[config.mk]
export PLATFORM = sky130hd
export DESIGN_NAME = accel_result_reader
export DESIGN_NICKNAME = d
export VERILOG_FILES = /design/src/rtl/accel_result_reader_pkg.sv /design/src/rtl/accel_result_reader_skid_fifo2.sv /design/src/rtl/accel_result_reader.sv
export SDC_FILE = /design/constraint.sdc
export NUM_CORES = 1
export LEC_CHECK = 0
export CORE_MARGIN = 1
export CORE_UTILIZATION = 55
export DETAILED_ROUTE_END_ITERATION = 12
export DONT_BUFFER_PORTS = 1
export PLACE_DENSITY_LB_ADDON = 0.05
export SETUP_SLACK_MARGIN = 0.02
export SYNTH_ARGS = -nofsm -noshare
export SYNTH_HDL_FRONTEND = slang
export SYNTH_HIERARCHICAL = 1
export SYNTH_SLANG_ARGS = --single-unit
[constraint.sdc]
create_clock -name clk -period 6.95 [get_ports clk]
set_clock_uncertainty 0.15 [all_clocks]
set_input_delay 1.0425 -clock clk [delete_from_list [all_inputs] [get_ports clk]]
set_output_delay 1.0425 -clock clk [all_outputs]
set_load 0.01 [all_outputs]
[src/rtl/accel_result_reader_pkg.sv]
// rtl/accel_result_reader_pkg.sv - shared widths, limits and state encoding for the result reader
package accel_result_reader_pkg;

  localparam int ADDR_W         = 12;
  localparam int DATA_W         = 16;
  localparam int CNT_W          = 6;
  localparam int TIMEOUT_CYCLES = 8;

  typedef enum logic [2:0] {
    IDLE,
    LAUNCH,
    WAIT_HI,
    WAIT_LO,
    DRAIN,
    FIN
  } state_t;

  // A zero-length request still reads back one word.
  function automatic logic [CNT_W-1:0] norm_words(input logic [CNT_W-1:0] n);
    return (n == '0) ? CNT_W'(1) : n;
  endfunction

endpackage

[src/rtl/accel_result_reader_skid_fifo2.sv]
// rtl/accel_result_reader_skid_fifo2.sv - two-entry skid FIFO carrying result data plus last flag
module skid_fifo2
  import accel_result_reader_pkg::*;
(
  input  logic              clk,
  input  logic              reset,
  input  logic              wr_en,
  input  logic [DATA_W-1:0] wr_data,
  input  logic              wr_last,
  output logic              rd_valid,
  input  logic              rd_ready,
  output logic [DATA_W-1:0] rd_data,
  output logic              rd_last,
  output logic [1:0]        level
);

  logic [DATA_W-1:0] data_q [2];
  logic              last_q [2];
  logic              wr_ptr;
  logic              rd_ptr;
  logic [1:0]        count;
  logic              push;
  logic              pop;

  assign rd_valid = (count != 2'd0);
  assign pop      = rd_valid && rd_ready;
  // A write into a full FIFO is only allowed when the head leaves in the same cycle.
  assign push     = wr_en && ((count != 2'd2) || pop);
  assign rd_data  = data_q[rd_ptr];
  assign rd_last  = rd_valid && last_q[rd_ptr];
  assign level    = count;

  always_ff @(posedge clk) begin
    if (reset) begin
      wr_ptr <= 1'b0;
      rd_ptr <= 1'b0;
      count  <= 2'd0;
      for (int i = 0; i < 2; i++) begin
        data_q[i] <= '0;
        last_q[i] <= 1'b0;
      end
    end else begin
      if (push) begin
        data_q[wr_ptr] <= wr_data;
        last_q[wr_ptr] <= wr_last;
        wr_ptr         <= ~wr_ptr;
      end
      if (pop) begin
        rd_ptr <= ~rd_ptr;
      end
      case ({push, pop})
        2'b10:   count <= count + 2'd1;
        2'b01:   count <= count - 2'd1;
        default: count <= count;
      endcase
    end
  end

endmodule

[src/rtl/accel_result_reader.sv]
// rtl/accel_result_reader.sv - launches one accelerator job and streams its output SRAM words back
module accel_result_reader
  import accel_result_reader_pkg::*;
(
  input  logic              clk,
  input  logic              reset,
  input  logic              start,
  input  logic [CNT_W-1:0]  num_words,
  output logic              dut_run,
  input  logic              dut_busy,
  output logic [ADDR_W-1:0] dut_sram_read_address,
  input  logic [DATA_W-1:0] sram_dut_read_data,
  output logic              out_valid,
  input  logic              out_ready,
  output logic [DATA_W-1:0] out_data,
  output logic              out_last,
  output logic              done,
  output logic              err_timeout
);

  state_t           state;
  state_t           state_next;
  logic [CNT_W-1:0] words;
  logic [CNT_W-1:0] last_addr;
  logic [CNT_W-1:0] rd_addr;
  logic             all_issued;
  logic             inflight;
  logic             inflight_last;
  logic [3:0]       wait_cnt;
  logic [1:0]       fifo_level;
  logic [2:0]       occupancy;
  logic             pop;
  logic             issue;
  logic             timeout_hit;

  assign last_addr             = words - CNT_W'(1);
  assign pop                   = out_valid && out_ready;
  // Words that will still be held after this cycle's departure, counting the read in flight.
  assign occupancy             = {1'b0, fifo_level} - {2'b00, pop} + {2'b00, inflight};
  assign dut_sram_read_address = {{(ADDR_W-CNT_W){1'b0}}, rd_addr};

  always_comb begin
    state_next  = state;
    dut_run     = 1'b0;
    done        = 1'b0;
    issue       = 1'b0;
    timeout_hit = 1'b0;
    case (state)
      IDLE: begin
        if (start) state_next = LAUNCH;
      end
      LAUNCH: begin
        dut_run    = 1'b1;
        state_next = WAIT_HI;
      end
      WAIT_HI: begin
        if (dut_busy) begin
          state_next = WAIT_LO;
        end else if (wait_cnt == 4'(TIMEOUT_CYCLES - 1)) begin
          timeout_hit = 1'b1;
          state_next  = FIN;
        end
      end
      WAIT_LO: begin
        if (!dut_busy) state_next = DRAIN;
      end
      DRAIN: begin
        issue = !all_issued && (occupancy <= 3'd1);
        if (pop && out_last) state_next = FIN;
      end
      FIN: begin
        done       = 1'b1;
        state_next = IDLE;
      end
      default: state_next = IDLE;
    endcase
  end

  always_ff @(posedge clk) begin
    if (reset) begin
      state         <= IDLE;
      words         <= CNT_W'(1);
      rd_addr       <= '0;
      all_issued    <= 1'b0;
      inflight      <= 1'b0;
      inflight_last <= 1'b0;
      wait_cnt      <= 4'd0;
      err_timeout   <= 1'b0;
    end else begin
      state         <= state_next;
      inflight      <= issue;
      inflight_last <= issue && (rd_addr == last_addr);
      wait_cnt      <= (state == WAIT_HI) ? wait_cnt + 4'd1 : 4'd0;
      if (state == IDLE && start) begin
        words       <= norm_words(num_words);
        err_timeout <= 1'b0;
      end
      if (timeout_hit) err_timeout <= 1'b1;
      // The address parks on the final word rather than wrapping.
      if (state != DRAIN) begin
        rd_addr    <= '0;
        all_issued <= 1'b0;
      end else if (issue) begin
        if (rd_addr == last_addr) all_issued <= 1'b1;
        else                      rd_addr    <= rd_addr + CNT_W'(1);
      end
    end
  end

  skid_fifo2 u_skid (
    .clk      (clk),
    .reset    (reset),
    .wr_en    (inflight),
    .wr_data  (sram_dut_read_data),
    .wr_last  (inflight_last),
    .rd_valid (out_valid),
    .rd_ready (out_ready),
    .rd_data  (out_data),
    .rd_last  (out_last),
    .level    (fifo_level)
  );

endmodule

==> results list, run 1 <==
- For this run, the slowest stage of the critical path takes 0.43 ns.
- Gates resized during post-CTS repair numbered 0.
- First-pass iteration count of the detailed router: 4
- In this run the count of I/O pins placed on the die edge is 60.
- Count of inserted antenna diode cells: 0
- Layout cell share with drive strength beyond 1: 14.54%
- For this block, the routed nets add up to 4877 µm of wire.
* Overall die height: 76.89 µm
* Row cnt: 26
- Clock Path Buffers: 2
* Die outline area: 5911 µm²
- Maximum net fanout on the critical path: 7
- Nets@finish: 311
* Area of the core: 5238 µm²
- The finished layout holds 352 standard cells, fillers aside.
- After layout, the worst path uses 43.66% of the clock period.
* Number of maximum-capacitance violations: 0
- For this run, asynchronously set or reset flops after synthesis account for 0%.
- Synth-to-layout area growth: 6.653%
- Power density of the placed cells: 271.3 nW/µm²
* FMAX: 0.3295 GHz
* Synthesized netlist cell count: 278
* Clock edge transition at the registers on the reported setup and hold paths: 0.07 ns
- Crit-path slowest cell: sky130_fd_sc_hd__nor4b_4
- The tightest min-delay check is of the reg -> reg type.
* Mapped Area: 3084 µm²
- DRC violation count after routing: 0
* Setup Buffers After CTS: 0
* Most frequent standard cell in the layout excluding fill and tap cells: sky130_fd_sc_hd__and2_1
- The floorplan step set the die width to 76.89 µm.
- Once detail routing completed, the nets flagged for antenna violations numbered 0.
- Category of the worst setup path launch point: input pin
- The share of the Yosys chip area taken by registers is 51.28%.
* Final RePlAce weighted congestion: 0.7425
- Dividing the detail-routed wire length by the instance count gives 13.86 µm.
- Traced cell by cell, the critical path runs through and2_1 > ha_1 > inv_1 > ha_1 > inv_1 > fa_1 > xor2_1 > nor4b_4 > nand4_1 > a21oi_1 > mux2i_1.
- Clock net sink count: 62
- At the pin with the least slew margin, the transition time is 0.8607 ns.
- Detailed-placement wirelength estimate: 3329 µm
- Wire length of the first global-routing pass: 8079 µm
* RSZ-0062 raised after global routing: false
- Data required time of the worst path: 7.06 ns
* Average cell area after synthesis: 11.09 µm²
- Maximum number of pins on one net before global-route repair: 29
- Commonest cells after routing, fill and taps aside: sky130_fd_sc_hd__and2_1 (35), sky130_fd_sc_hd__edfxtp_1 (34), sky130_fd_sc_hd__dfxtp_1 (28)
* Number of global-route vias before repair: 1,747
* Power, Total: 892.4 µW
- For the worst-skew pair, the clock arrives at the later sink with an insertion delay of 0.32 ns.
- Count of buffers from port buffering: 0
- CTS Hold Buffers Added: 0
- The detailed router placed 1,910 vias in this run.
- The smallest clock period supported by the final layout is computed as 3.035 ns.
* EDFF count, synth: 34
- The most used flip-flop cell after synthesis is sky130_fd_sc_hd__edfxtp_1.
- The H-tree was split into 3 levels.
- Critical Path End Type: register
- For the worst setup path, the data arrival time is 3.14 ns.
- In the global route stage, overall resource usage came out at 17.71%.
- TritonCTS built the clock tree.
- Total number of yosys warnings: 6
* DRC violation total after the first TritonRoute iteration: 64
* Antenna violations before repair: 0
* Count of pins over their slew limit: 0
- Tightest slew margin relative to the limit: 42.58%
- Static leakage: 1.250 nW
* Count of cell types in the netlist: 44
* Clock tree root buffer cell: sky130_fd_sc_hd__clkbuf_8
* GRT Residual Overflow: 0
- Final hold violations: 0
- Dividing the detail-routed via count by the number of cells gives 5.426.
- The worst setup path is of the in -> reg kind.
- The number of placed instances, taps included, is 336.
- For this configuration, the core starts out at a cell density of 58.89%.
- TritonCTS created 9 clock buffers.
* Synth Register Bits: 62
- Final sum of negative setup slack: 0 ns
* VDD IR max: 0.1724 mV
- Run status: complete, no violations
* Number of setup violations in the final report: 0
==> power by group <==
part           switching [mW]  internal (mW)
sequential             0.0230          0.408
clock                   0.134          0.201
combinational          0.0737         0.0523
==> worst paths after layout <==
check / cells past startpoint / to / slack [ns] / from
max: 11 / rd_addr[4] / 3.92 / out_ready
min reg2reg: 1 / wait_cnt[0] / 0.29 / wait_cnt[0]
max reg2reg: 13 / rd_addr[4] / 3.92 / u_skid/level[1]
min: 1 / wait_cnt[0] / 0.29 / wait_cnt[0]
==> state kept, by name (all words and copies together), names as in the netlist, 2 cells and up, named ones only <==
signal / flops
rd_addr: 6
u_skid/data_q: 32
words: 6
u_skid/last_q: 2
wait_cnt: 4
state: 3
u_skid/level: 2
==> cell usage after synthesis, types with 4 or more instances <==
library cell,instances,share of area (%)
sky130_fd_sc_hd__nor2_1,19,2.3
sky130_fd_sc_hd__and2_1,35,7.1
sky130_fd_sc_hd__nand2_1,20,2.4
sky130_fd_sc_hd__a21oi_1,16,2.6
sky130_fd_sc_hd__dfxtp_1,28,18
sky130_fd_sc_hd__buf_4,8,1.9
sky130_fd_sc_hd__xnor2_1,6,1.7
sky130_fd_sc_hd__mux2_2,16,5.8
sky130_fd_sc_hd__xor2_1,6,1.7
sky130_fd_sc_hd__inv_1,9,1.1
sky130_fd_sc_hd__or3_1,6,1.2
sky130_fd_sc_hd__mux2i_1,7,2.3
sky130_fd_sc_hd__ha_1,6,2.4
sky130_fd_sc_hd__edfxtp_1,34,33
sky130_fd_sc_hd__nand2b_1,5,1.0
sky130_fd_sc_hd__clkbuf_1,4,0.49
sky130_fd_sc_hd__nor3_1,6,0.97
sky130_fd_sc_hd__nand3_1,7,1.1
==> kinds of logic after synthesis <==
group,after synthesis,synth area share [%]
AOI/OAI and AO/OA,30,6.207
xor gates and xnor gates,12,3.408
adders and majority gates,7,3.083
buffers and inverters,26,4.949
DFF,62,51.28
muxes,23,8.114
other,1,0.1216
and+or+nand+nor,117,22.84
==> critical path: cells and delay by family <==
kind	cells	cell delay, ns
compound gates	1	0.18
xor+xnor	1	0.19
fa+ha+maj	3	0.75
buf+inv	2	0.09
mux	1	0.19
simple gates	3	0.70
==> layout make-up <==
| type | count | area, µm² |
|---|---|---|
| well taps | 70 | 87.58 |
| clock inverters | 6 | 86.33 |
| fillers | 428 | 1948 |
| clock buffers | 10 | 127.6 |
| flip-flops and latches | 62 | 1582 |
| multi-input cells | 195 | 1373 |
| inverters | 9 | 33.78 |
==> layer usage <==
| metal | track usage [%] | wire (µm) | up-vias |
|---|---|---|---|
| met5 | 0 | 0 | - |
| met4 | 9.231 | 83 | 0 |
| met3 | 4.762 | 327 | 7 |
| met2 | 29.64 | 2400 | 55 |
| met1 | 20.71 | 2065 | 889 |
| li1 | - | - | 959 |
==> metrics by stage <==
stage	util, %	hold WS (ns)	area [µm²]	worst slack [ns]
5_1_grt	62.80	0.3303	3289	3.742
4_1_cts	62.80	0.2993	3289	3.908
2_1_floorplan	-	0.2675	3103	3.729
3_5_place_dp	58.72	0.2839	3075	3.586
3_3_place_gp	58.72	0.2826	3075	3.594
6_report	62.80	0.2942	3289	3.915
Power figures use the tool's default switching activity.
==> run 2, diff against run 1 <==
Clock period 6.95 ns to 2.6 ns, I/O delays scaled along.
==> run 2 against run 1 <==
Against the previous run: the run now ends with setup timing left; via count increased by 3.1%; clock-buffer cell count increased by 1; cell count increased by 4.3%; register-to-register slack got worse by 3.9 ns; worst setup slack worse by 3.9 ns; die area unchanged; critical path type is now reg -> reg; critical endpoint unchanged; largest cell class unchanged; largest power group unchanged.
==> results list, run 2 (same netlist as run 1, synthesis figures left out) <==
- The worst pin sits at a relative slew slack of 60.01%.
- The register with the most flip-flops in the final layout is u_skid/data_q.
- Worst Hold Margin: 0.05485 ns
- For this configuration, the core starts out at a cell density of 58.89%.
* Worst hold-check path type: in -> reg
- Setup repair after global routing could not meet its margin everywhere.
- Antenna viol nets, final: 0
* Crit-path slowest cell: sky130_fd_sc_hd__fa_2
* Detailed-placement wirelength estimate: 3566 µm
- Via count: 1,969
* Area of placed instances: 3188 µm²
- Final hold violations: 0
- Antenna violations before repair: 0
- First-pass iteration count of the detailed router: 4
* Least setup slack across all paths after layout: -0.01444 ns
- Clock net sink count: 62
- Number of setup violations in the final report: 2
- Before CTS, the worst setup slack after placement is -0.1222 ns.
- The cell that appears most often on the critical path is sky130_fd_sc_hd__inv_2.
- Total global-route track usage: 19.92%
- The run finished, with violations left.
- The worst path in the final design needs a cycle of 2.614 ns, including I/O delays and setup.
- Power density of the placed cells: 704.6 nW/µm²
- Area of the core: 5238 µm²
* Slowest stage delay, CP: 0.35 ns
* Count of pins over their slew limit: 0
- The worst setup path is launched from a register.
- The count of buffers added on input and output ports is 0.
* Static leakage: 1.322 nW
- TritonCTS clock tree: built
* Final sum of negative setup slack: -0.02530 ns
- The kind of cell with the highest combined delay along the critical path is adder cells.
- Maximum net fanout on the critical path: 7
- After routing the design area is 3461 µm².
- Slew at the pin closest to its max-slew limit: 0.5979 ns
- Wire length of the first global-routing pass: 9094 µm
* DRC violation count after routing: 0
- Worst-Skew Late Latency: 0.33 ns
- At the end of the flow, the number of nets in the layout was 326.
- Clock-pin slew was measured on the worst setup and hold paths at 0.06 ns.
- Die outline area: 5911 µm²
* Clock tree root buffer cell: sky130_fd_sc_hd__clkbuf_8
- The finished layout holds 367 standard cells, fillers aside.
- Critical Path End Type: register
- Commonest cells after routing, fill and taps aside: sky130_fd_sc_hd__and2_1 (34), sky130_fd_sc_hd__edfxtp_1 (34), sky130_fd_sc_hd__dfxtp_1 (26)
- Biggest regs: u_skid/data_q x32, rd_addr x6, words x6
- Data on the critical path is required at its endpoint by 2.71 ns.
- After global routing the overflow that remains totals 0.
* Crit-path cells: nor2_4 > inv_2 > and2_4 > ha_4 > inv_2 > ha_4 > inv_2 > fa_2 > xor2_2 > nor4b_4 > buf_4 > nand4_1 > a21oi_2 > mux2i_1
- Row cnt: 26
* Final RePlAce weighted congestion: 0.7949
* Share of the cycle needed by the critical path after routing: 100.6%
- For this design the top-level I/O count stands at 60.
* Number of global-route vias before repair: 1,999
* Crit Path Class: reg -> reg
* Clock Path Buffers: 2
- Number of buffer and inverter stages on the critical path: 4
- Measured along the y axis, the die boundary spans 76.89 µm.
- Arrival time at the worst endpoint: 2.72 ns
- Post-detailed-routing wire length: 5327 µm
* Cell total after placement: 347
- The H-tree generated during clock tree synthesis spans 3 levels.
- Horiz. Die Dim: 76.89 µm
- VDD IR max: 0.4501 mV
* Flip-flop count of the largest register, all copies and words added: 32
* Power, Total: 2.439 mW
- The number of antenna diodes in the final layout is 0.
- Vias per Instance: 5.365
- Violations in the final reports: setup timing
- Maximum number of pins on one net before global-route repair: 19
- Post-Route Utilization: 66.08%
* Synth-to-layout area growth: 12.21%
- TritonCTS created 9 clock buffers.
* Layout cell share with drive strength beyond 1: 22.90%
- Routed wire per std cell: 14.51 µm
- Timing would allow up to 0.3825 GHz.
* Number of maximum-capacitance violations: 0
* DRC violation total after the first TritonRoute iteration: 88
[run 2: cell type report]
| type | count | area [µm²] |
|---|---|---|
| timing repair buffer | 15 | 115.1 |
| fill | 422 | 1777 |
| clock inverter | 5 | 73.82 |
| multi-input combinational | 195 | 1433 |
| sequential | 62 | 1587 |
| clock buffer | 11 | 131.4 |
| tap | 70 | 87.58 |
| inverter | 9 | 33.78 |
[run 2: path summary, 6_finish.rpt]
path	cells past startpoint	start	slack, ns	to
setup / recovery	14	u_skid/level[1]	-0.01	rd_addr[4]
hold / removal	2	num_words[5]	0.05	words[5]
setup reg to reg	14	u_skid/level[1]	-0.01	rd_addr[4]
hold reg to reg	1	wait_cnt[0]	0.30	wait_cnt[0]
[run 2: timing repair]
item	4_1_cts	5_1_grt
setup buffers	2	1
cloned	0	0
pin swaps	6	3
hold endpoints to repair	15	0
resized for setup	8	0
setup endpoints to repair	8	9
hold buffers	1	0
[run 2: routing by layer]
layer	vias up	GRT usage, %	wire (µm)
li1	986	-	-
met1	924	21.53	2194
met2	49	35.89	2748
met3	10	4.643	271
met4	0	10.38	113
met5	-	0	0
[run 2: where the power goes]
part | internal, mW | switching (mW)
clock | 0.534 | 0.340
combinational | 0.182 | 0.236
sequential | 1.09 | 0.0553
==> run 3, diff against run 2 <==
Settings changed: CORE_ASPECT_RATIO from default to 0.75.
==> run 3 against run 2 <==
Against the previous run: the flow still finishes with violations (setup timing); maximum frequency fell by 0.18%; global-route usage rose by 0.85 points; power fell by 7.3%; largest cell class unchanged; via count rose by 0.15%; critical endpoint is now rd_addr[5]; die area barely moved.
==> results list, run 3 (same netlist as run 1, synthesis figures left out) <==
- Run status: finished with violations
* Violations in the final reports: setup timing
- Static leakage: 1.290 nW
- The number of antenna violations at the first check in global routing is 0.
* Tightest slew margin relative to the limit: 45.76%
- Post-detailed-routing wire length: 5461 µm
- Flip-flop count of the largest register, all copies and words added: 32
- The clock passes through at most 2 buffers.
- Clock H-tree levels: 3
- Proportion of power drawn by the clock network: 30.1%
- Count of buffers from port buffering: 0
- Category of the worst setup path launch point: register
- Measured along the x axis, the die boundary spans 88.47 µm.
* GRT Residual Overflow: 0
- Worst hold start: num_words[3]
* Hold Path Depth: 2
* Clock tree root buffer cell: sky130_fd_sc_hd__clkbuf_8
* Synth-to-layout area growth: 10.95%
- The hold violation total from the final report came to 0.
- Crit-path slowest cell: sky130_fd_sc_hd__fa_2
- The die covers 5914 µm².
- Via count: 1,972
- Area of the core: 5381 µm²
- Summed over all failing endpoints, the final setup total negative slack is -0.03186 ns.
* Reg-to-reg critical path endpoint: rd_addr[5]
* Count of inserted antenna diode cells: 0
* Critical Path End Type: register
* RSZ-0062 raised after global routing: true
- Worst reg-to-reg setup slack: -0.02 ns
* Vias per Instance: 5.330
* Slew at the pin closest to its max-slew limit: 0.8102 ns
- The die is 66.85 µm tall.
* Worst setup path startpoint: u_skid/level[0]
- DRC violation total after the first TritonRoute iteration: 79
- The internal portion of the total power is 1.609 mW.
* Row cnt: 23
- In the global route stage, overall resource usage came out at 20.77%.
- The critical path contains buffers and inverters numbering 4 combined.
* Least setup slack across all paths after layout: -0.01925 ns
* Net load switching power: 650.4 µW
- Highest metal layer with signal wires: met4
* Switching portion of total power: 28.78%
- DRC violation count after routing: 0
- The share of total power dissipated in sequential elements is 50.7%.
- Data required time of the worst path: 2.71 ns
- Arrival time at the worst endpoint: 2.73 ns
* Layout cell share with drive strength beyond 1: 22.37%
- Slowest stage delay, CP: 0.36 ns
* Largest Register: u_skid/data_q
* Number of maximum-capacitance violations: 0
- The largest registers in the layout are u_skid/data_q x32, rd_addr x6, words x6.
- Wire length of the first global-routing pass: 8811 µm
* Post-Route Utilization: 63.59%
* Combinational share of power: 19.2%
- Startpoint of the most critical register-to-register path: u_skid/level[0]
- Prior to clock tree synthesis, the placed netlist has a worst setup slack of -0.1105 ns.
- The detailed router put a total of 2671 µm of wire on met1.
- Number of global-route vias before repair: 1,821
- The worst path uses 100.7% of the clock period.
- The later pin in the worst-skew pair is clocked with a latency of 0.33 ns.
* Count of pins on the block boundary: 60
- Detailed placement finished with a half-perimeter wire length of 3610 µm.
- Walking the worst path, the cells encountered are nor2_4 > inv_2 > and2_4 > ha_4 > inv_4 > ha_4 > inv_2 > fa_2 > xor2_2 > nor4b_4 > buf_4 > nand4_1 > a21oi_2 > mux2i_1.
* Endpoint of the worst hold-timing path: words[3]
* Commonest cells after routing, fill and taps aside: sky130_fd_sc_hd__and2_1 (34), sky130_fd_sc_hd__edfxtp_1 (34), sky130_fd_sc_hd__dfxtp_1 (26)
* Number of inserted filler cells in the final layout: 448
* Number of setup violations in the final report: 2
- The routed design uses 387 µm of met3 wire.
- Total length of routed met2 wires: 2354 µm
- Clock net sink count: 62
* Routed wire per std cell: 14.76 µm
* TritonCTS clock tree: built
- Crit Path Class: reg -> reg
- Cts bufs inserted: 9
- Minimum period implied by the final worst setup slack: 2.619 ns
- FMAX: 0.3818 GHz
- Area of placed instances: 3179 µm²
- Final design instance area without fill: 3422 µm²
* Nets@finish: 324
- Count of pins over their slew limit: 0
- VDD IR max: 0.4471 mV
- Power density of the placed cells: 660.4 nW/µm²
* Maximum net fanout on the critical path: 6
- Kind of cell adding the most delay to the critical path: adder cells
* Reg2reg path depth: 14
* First-pass iteration count of the detailed router: 4
- Antenna viol nets, final: 0
- Once the floorplan was initialized, standard cells occupied 57.31% of the core.
- The min-delay analysis places its worst path in the category in -> reg.
- At the end of routability-driven placement, the weighted congestion stood at 0.7165.
- Maximum number of pins on one net before global-route repair: 19
* Clock edge transition at the registers on the reported setup and hold paths: 0.06 ns
==> run 3: cell count changes in the layout (fill, tap and decap cells not counted), sizes merged <==
cell    before  now
clkinv       3    6
clkbuf      11   10
bufinv       2    0
buf         14   12
==> run 3: per-layer routing <==
metal / track usage, % / up-vias
li1: - / 981
met1: 28.82 / 930
met2: 29.52 / 54
met3: 9.665 / 7
met4: 4.234 / 0
met5: 0 / -
==> run 3: per-stage QoR <==
step	instances	power (mW)	hold WS [ns]
finish	370	2.260	0.05251
global route	370	2.372	0.03657
CTS	369	2.265	0.04350
detailed placement	350	1.562	0.2899
global placement	350	1.557	0.2803
floorplan	283	1.490	0.2675
==> run 3: worst max-delay path by stage <==
stage,depth (start not counted),slack [ns],endpoint
finish,14,-0.02,rd_addr[5]
global route,14,-0.17,rd_addr[5]
CTS,14,-0.11,rd_addr[5]
detailed placement,12,-0.11,rd_addr[0]
global placement,13,-0.07,rd_addr[5]
floorplan,13,-0.02,rd_addr[4]
==> run 3: cell type report <==
| type | count | area [µm²] | share of cell area, % |
|---|---|---|---|
| clock buffers | 10 | 127.6 | 3.729 |
| well taps | 75 | 93.84 | 2.742 |
| clock inverters | 6 | 30.03 | 0.8775 |
| flip-flops and latches | 62 | 1587 | 46.36 |
| inverters | 9 | 36.28 | 1.060 |
| multi-input cells | 195 | 1448 | 42.30 |
| repair buffers | 13 | 100.1 | 2.925 |
==> run 3: what timing repair did <==
action                                  4_1_cts  5_1_grt
hold buffers                                  1        0
gates resized for setup                       9        2
pin swaps                                     7        5
hold endpoints to repair                     15        0
endpoints found under the setup margin        8        9
buffers inserted                              2        1
gates cloned                                  0        0
==> run 3: power by group through the flow <==
stage / Combinational, mW / Clock [mW] / Sequential (mW)
after detailed placement: 0.396 / 0 / 1.17
after global routing: 0.479 / 0.739 / 1.15
after global placement: 0.393 / 0 / 1.16
after CTS: 0.420 / 0.699 / 1.15
after floorplan: 0.345 / 0 / 1.15
final: 0.434 / 0.681 / 1.15
==> edit 1: new RTL, config.mk and constraints of run 2 <==
Re-encode `state_t` (6 states) as Gray code, 3 bits wide.
--- a/src/rtl/accel_result_reader_pkg.sv
+++ b/src/rtl/accel_result_reader_pkg.sv
@@ -7,12 +7,12 @@
   localparam int TIMEOUT_CYCLES = 8;
 
   typedef enum logic [2:0] {
-    IDLE,
-    LAUNCH,
-    WAIT_HI,
-    WAIT_LO,
-    DRAIN,
-    FIN
+    IDLE    = 3'b000,
+    LAUNCH  = 3'b001,
+    WAIT_HI = 3'b011,
+    WAIT_LO = 3'b010,
+    DRAIN   = 3'b110,
+    FIN     = 3'b111
   } state_t;
 
   // A zero-length request still reads back one word.
Function: same outputs for any inputs over 10 cycles, from zero or initial values and one cycle with reset high; not proved beyond that.
==> edit 1 against run 2 <==
  * The flow still finishes with violations (negative setup slack)
  * Sequential power decreased by 4%
  * Synthesized area down 0.49%
  * Power down 11%
  * Synthesized cell count shrank 1.8%
  * Cell area is 1.8% higher
  * Wire length decreased by 3.2%
  * First-iteration DRC count down 43%
  * Die area decreased by 0.48%
  * Setup slack worse by 0.024 ns
  * Sequential share of layout area down 0.81 points
  * Worst hold slack about the same
  * Sequential cell count unchanged
  * Critical path type unchanged
  * Largest power group unchanged
==> edit 1: results (changes against run 2) <==
* Area Overhead vs Synth at 14.80% (was 12.21%)
* Final worst setup slack at -0.03844 ns (was -0.01444 ns)
* GR Layer Usage met2 at 32.77% (was 35.89%)
* Critical path arrival at 2.75 ns (was 2.72 ns)
* Synth cell count leaders: 36 x and2_1, 34 x edfxtp_1, 28 x dfxtp_1 (was 35 x and2_1, 34 x edfxtp_1, 28 x dfxtp_1)
* Grt met1 use at 20.96% (was 21.53%)
* Cell Area, Placed at 3221 um2 (was 3188 um2)
* Internal power at 1.599 mW (was 1.807 mW)
* Compound-Gate Fraction of Synth Area at 5.218% (was 6.207%)
* Leakage dissipation at 1.365 nW (was 1.322 nW)
* RePlAce Congestion at 0.7378 (was 0.7949)
* Post-Synth Adder-Cell Area at 3.098% (was 3.083%)
* Final #Nets at 328 (was 326)
* Register area share after synthesis at 51.53% (was 51.28%)
* GR Util met3 at 6.548% (was 4.643%)
* Slowest stage cell, crit path: dfxtp_2 (was fa_2)
* Status: finished, violations left (unchanged)
* Mux share of post-synthesis cell area at 9.784% (was 8.114%)
* Top post-synthesis cells by area: edfxtp_1 33%, dfxtp_1 18%, and2_1 7.3% (was edfxtp_1 33%, dfxtp_1 18%, and2_1 7.1%)
* Finish-stage setup viols at 4 (was 2)
* GRT Overall Usage at 19.31% (was 19.92%)
* WL/cell at 13.97 um (was 14.51 um)
* Post-DP HPWL at 3459 um (was 3566 um)
* CP Max Fanout at 6 (was 7)
* First-pass GRT wire length at 8756 um (was 9094 um)
* Fillcell total at 431 (was 422)
* DRT iter0 DRCs at 50 (was 88)
* Xor/xnor share of the synthesized area at 3.424% (was 3.408%)
* Maximum VDD drop at 339.0 uV (was 450.1 uV)
* Vias per cell at 5.325 (was 5.365)
* Failing checks: negative setup slack (unchanged)
edit 1: cell count changes after synthesis, moves of 5 or more:
| cell | delta |
|---|---|
| nand2_1 | -8 |
| nand2b_1 | +6 |
| nor2_1 | +6 |
| a21oi_1 | -5 |
| mux2i_1 | +5 |
| or3_1 | -5 |
edit 1: power groups by stage:
stage	Sequential (mW)	Combinational, mW	Clock [mW]
2_1_floorplan	1.10	0.203	0
3_3_place_gp	1.13	0.207	0
3_5_place_dp	1.13	0.211	0
4_1_cts	1.10	0.216	0.852
5_1_grt	1.11	0.245	0.892
6_report	1.10	0.223	0.834
edit 1: what timing repair did:
action	4_1_cts	5_1_grt
setup buffers	4	4
resized for setup	3	4
pin swaps	4	1
hold buffers	1	0
endpoints found under the hold margin	14	0
setup endpoints to repair	7	8
edit 1: how the worst min path moves through the flow:
| stage | to | startpoint |
|---|---|---|
| floorplan | wait_cnt[0] | wait_cnt[0] |
| global route | words[4] | num_words[4] |
| CTS | words[4] | num_words[4] |
| detailed placement | wait_cnt[0] | wait_cnt[0] |
| finish | words[4] | num_words[4] |
| global placement | wait_cnt[0] | wait_cnt[0] |
edit 1: layer usage:
layer	wire length, um	vias up
li1	-	974
met1	2132	930
met2	2609	49
met3	287	12
met4	124	0
met5	0	-
edit 1: logic make-up (layout without fill, tap and decap cells):
kind of cell,Yosys count,count (layout)
compound gates,24,24
xor+xnor,12,12
fa+ha+maj,7,7
buf+inv,25,46
flops,62,62
mux,28,28
other cells,1,6
simple gates,114,114
edit 1: area by class of cell:
class / instances / area share, %
clock buffer: 9 / 3.516
sequential: 62 / 45.03
tap: 70 / 2.486
multi-input combinational: 191 / 41.26
clock inverter: 7 / 2.095
timing repair buffer: 21 / 4.652
inverter: 9 / 0.9588
edit 1: per-stage QoR:
step | hold slack [ns] | setup slack, ns | instances
6_report | 0.05481 | -0.03844 | 369
5_1_grt | 0.04235 | -0.1540 | 369
4_1_cts | 0.04310 | -0.03404 | 365
3_5_place_dp | 0.2943 | -0.1147 | 344
3_3_place_gp | 0.2816 | -0.06452 | 344
2_1_floorplan | 0.2675 | -0.06314 | 278
==> edit 2: new RTL, flow settings as in run 2 <==
Without the edit above. Set the package constant `DATA_W` to 20 (it was 16).
--- a/src/rtl/accel_result_reader_pkg.sv
+++ b/src/rtl/accel_result_reader_pkg.sv
@@ -2,7 +2,7 @@
 package accel_result_reader_pkg;
 
   localparam int ADDR_W         = 12;
-  localparam int DATA_W         = 16;
+  localparam int DATA_W         = 20;
   localparam int CNT_W          = 6;
   localparam int TIMEOUT_CYCLES = 8;
 
Interface: changed (resized out_data and sram_dut_read_data); port bits go from 60 to 68. The function was not compared with the original's and may differ.
==> edit 2 against run 2 <==
  * Cell area increased by 11%
  * Power increased by 14%
  * Synthesized area increased by 11%
  * Global-route usage decreased by 0.26 points
  * Sequential cell count increased by 8
  * Setup slack got worse by 0.00058 ns
  * Cell count increased by 6.0%
  * Die area increased by 10%
  * Sequential power increased by 12%
  * The run still ends with negative setup slack left
  * Wire length increased by 14%
  * Maximum frequency about the same
  * Critical path depth unchanged
  * Largest power group unchanged
  * Clock power increased by 21%
==> edit 2: results (changes against run 2) <==
* Number of non-clock buffers in the layout at 12 (was 15)
* RePlAce Congestion at 0.8030 (was 0.7949)
* Synth Instances at 300 (was 278)
* Register area share after synthesis at 53.31% (was 51.28%)
* Setup TNS at -0.01502 ns (was -0.02530 ns)
* Fillcell total at 471 (was 422)
* Storage cell area at 1827 um2 (was 1587 um2)
* Vias per cell at 5.463 (was 5.365)
* Dpl ws at -0.08368 ns (was -0.1222 ns)
* GRT Overall Usage at 19.66% (was 19.92%)
* Unique masters post-synth at 47 (was 44)
* Pwr/cell area at 725.4 nW/um2 (was 704.6 nW/um2)
* Synth cell count leaders: 42 x edfxtp_1, 38 x and2_1, 28 x dfxtp_1 (was 35 x and2_1, 34 x edfxtp_1, 28 x dfxtp_1)
* # Post-CTS Setup Buffers at 0 (was 2)
* # resized after CTS at 7 (was 8)
* Sink Count at 70 (was 62)
* Finish-stage setup viols at 1 (was 2)
* Count leader, synth: edfxtp_1 (was and2_1)
* Critical path arrival at 2.73 ns (was 2.72 ns)
* Largest registers: u_skid/data_q (40), rd_addr (6), words (6) (was u_skid/data_q (32), rd_addr (6), words (6))
* Layout non-clock buf frac at 2.413% (was 3.326%)
* Final worst setup slack at -0.01502 ns (was -0.01444 ns)
* First-pass GRT wire length at 9639 um (was 9094 um)
* Status: finished, violations left (unchanged)
* Multi-input gates at 207 (was 195)
* Cell total after placement at 371 (was 347)
* Clock network share of area at 6.358% (was 5.929%)
* Final #Nets at 347 (was 326)
* Mapped Avg Cell Area at 11.39 um2 (was 11.09 um2)
* Failing checks: negative setup slack (unchanged)
* WL/cell at 15.62 um (was 14.51 um)
* Maximum VDD drop at 482.8 uV (was 450.1 uV)
* Top post-synthesis cells by area: edfxtp_1 37%, dfxtp_1 16%, and2_1 7.0% (was edfxtp_1 33%, dfxtp_1 18%, and2_1 7.1%)
* Share of cells above drive strength 1 at 24.84% (was 22.90%)
## edit 2: changes by cell type after synthesis
cell,run 2,this run
and4bb_4,1,0
mux2_2,16,20
nor4b_4,3,2
buf_6,3,1
and2_2,0,5
nor3b_4,1,0
edfxtp_1,34,42
and2_1,35,38
clkbuf_2,0,4
nor4b_2,0,1
nor4bb_4,0,1
nor3b_2,0,1
## edit 2: cell families (layout without fill, tap and decap cells)
kind of cell	count (synthesis)	in the layout	share of synthesized area [%]
fa+ha+maj	7	7	2.783
mux	27	27	8.642
xor+xnor	12	12	3.076
simple gates	125	125	22.08
other cells	1	6	0.1097
compound gates	30	30	5.603
flops	70	70	53.31
buf+inv	28	37	4.394
## edit 2: path summary, 6_finish.rpt
kind / end / cells after the start / slack [ns] / startpoint
worst max-delay path: rd_addr[5] / 14 / -0.02 / u_skid/level[0]
worst min-delay path: words[5] / 2 / 0.05 / num_words[5]
worst max register to register: rd_addr[5] / 14 / -0.02 / u_skid/level[0]
worst min register to register: wait_cnt[0] / 1 / 0.31 / wait_cnt[0]
## edit 2: worst max-delay path, stage by stage (launching register included)
cell	delay [ns]
dfxtp_4	0.35
nor2_4	0.11
inv_2	0.04
and2_4	0.13
ha_4	0.20
inv_2	0.06
ha_4	0.12
inv_2	0.03
fa_2	0.35
xor2_2	0.17
nor4b_4	0.21
buf_4	0.18
nand4_1	0.13
a21oi_2	0.15
mux2i_1	0.17
## edit 2: routing by layer
| metal | part of all wire [%] | global-route usage (%) | vias up |
|---|---|---|---|
| li1 | - | - | 1049 |
| met1 | 43 | 23.38 | 1021 |
| met2 | 51 | 33.61 | 48 |
| met3 | 5.4 | 5.169 | 7 |
| met4 | 1.0 | 8.036 | 0 |
| met5 | 0 | 0 | - |
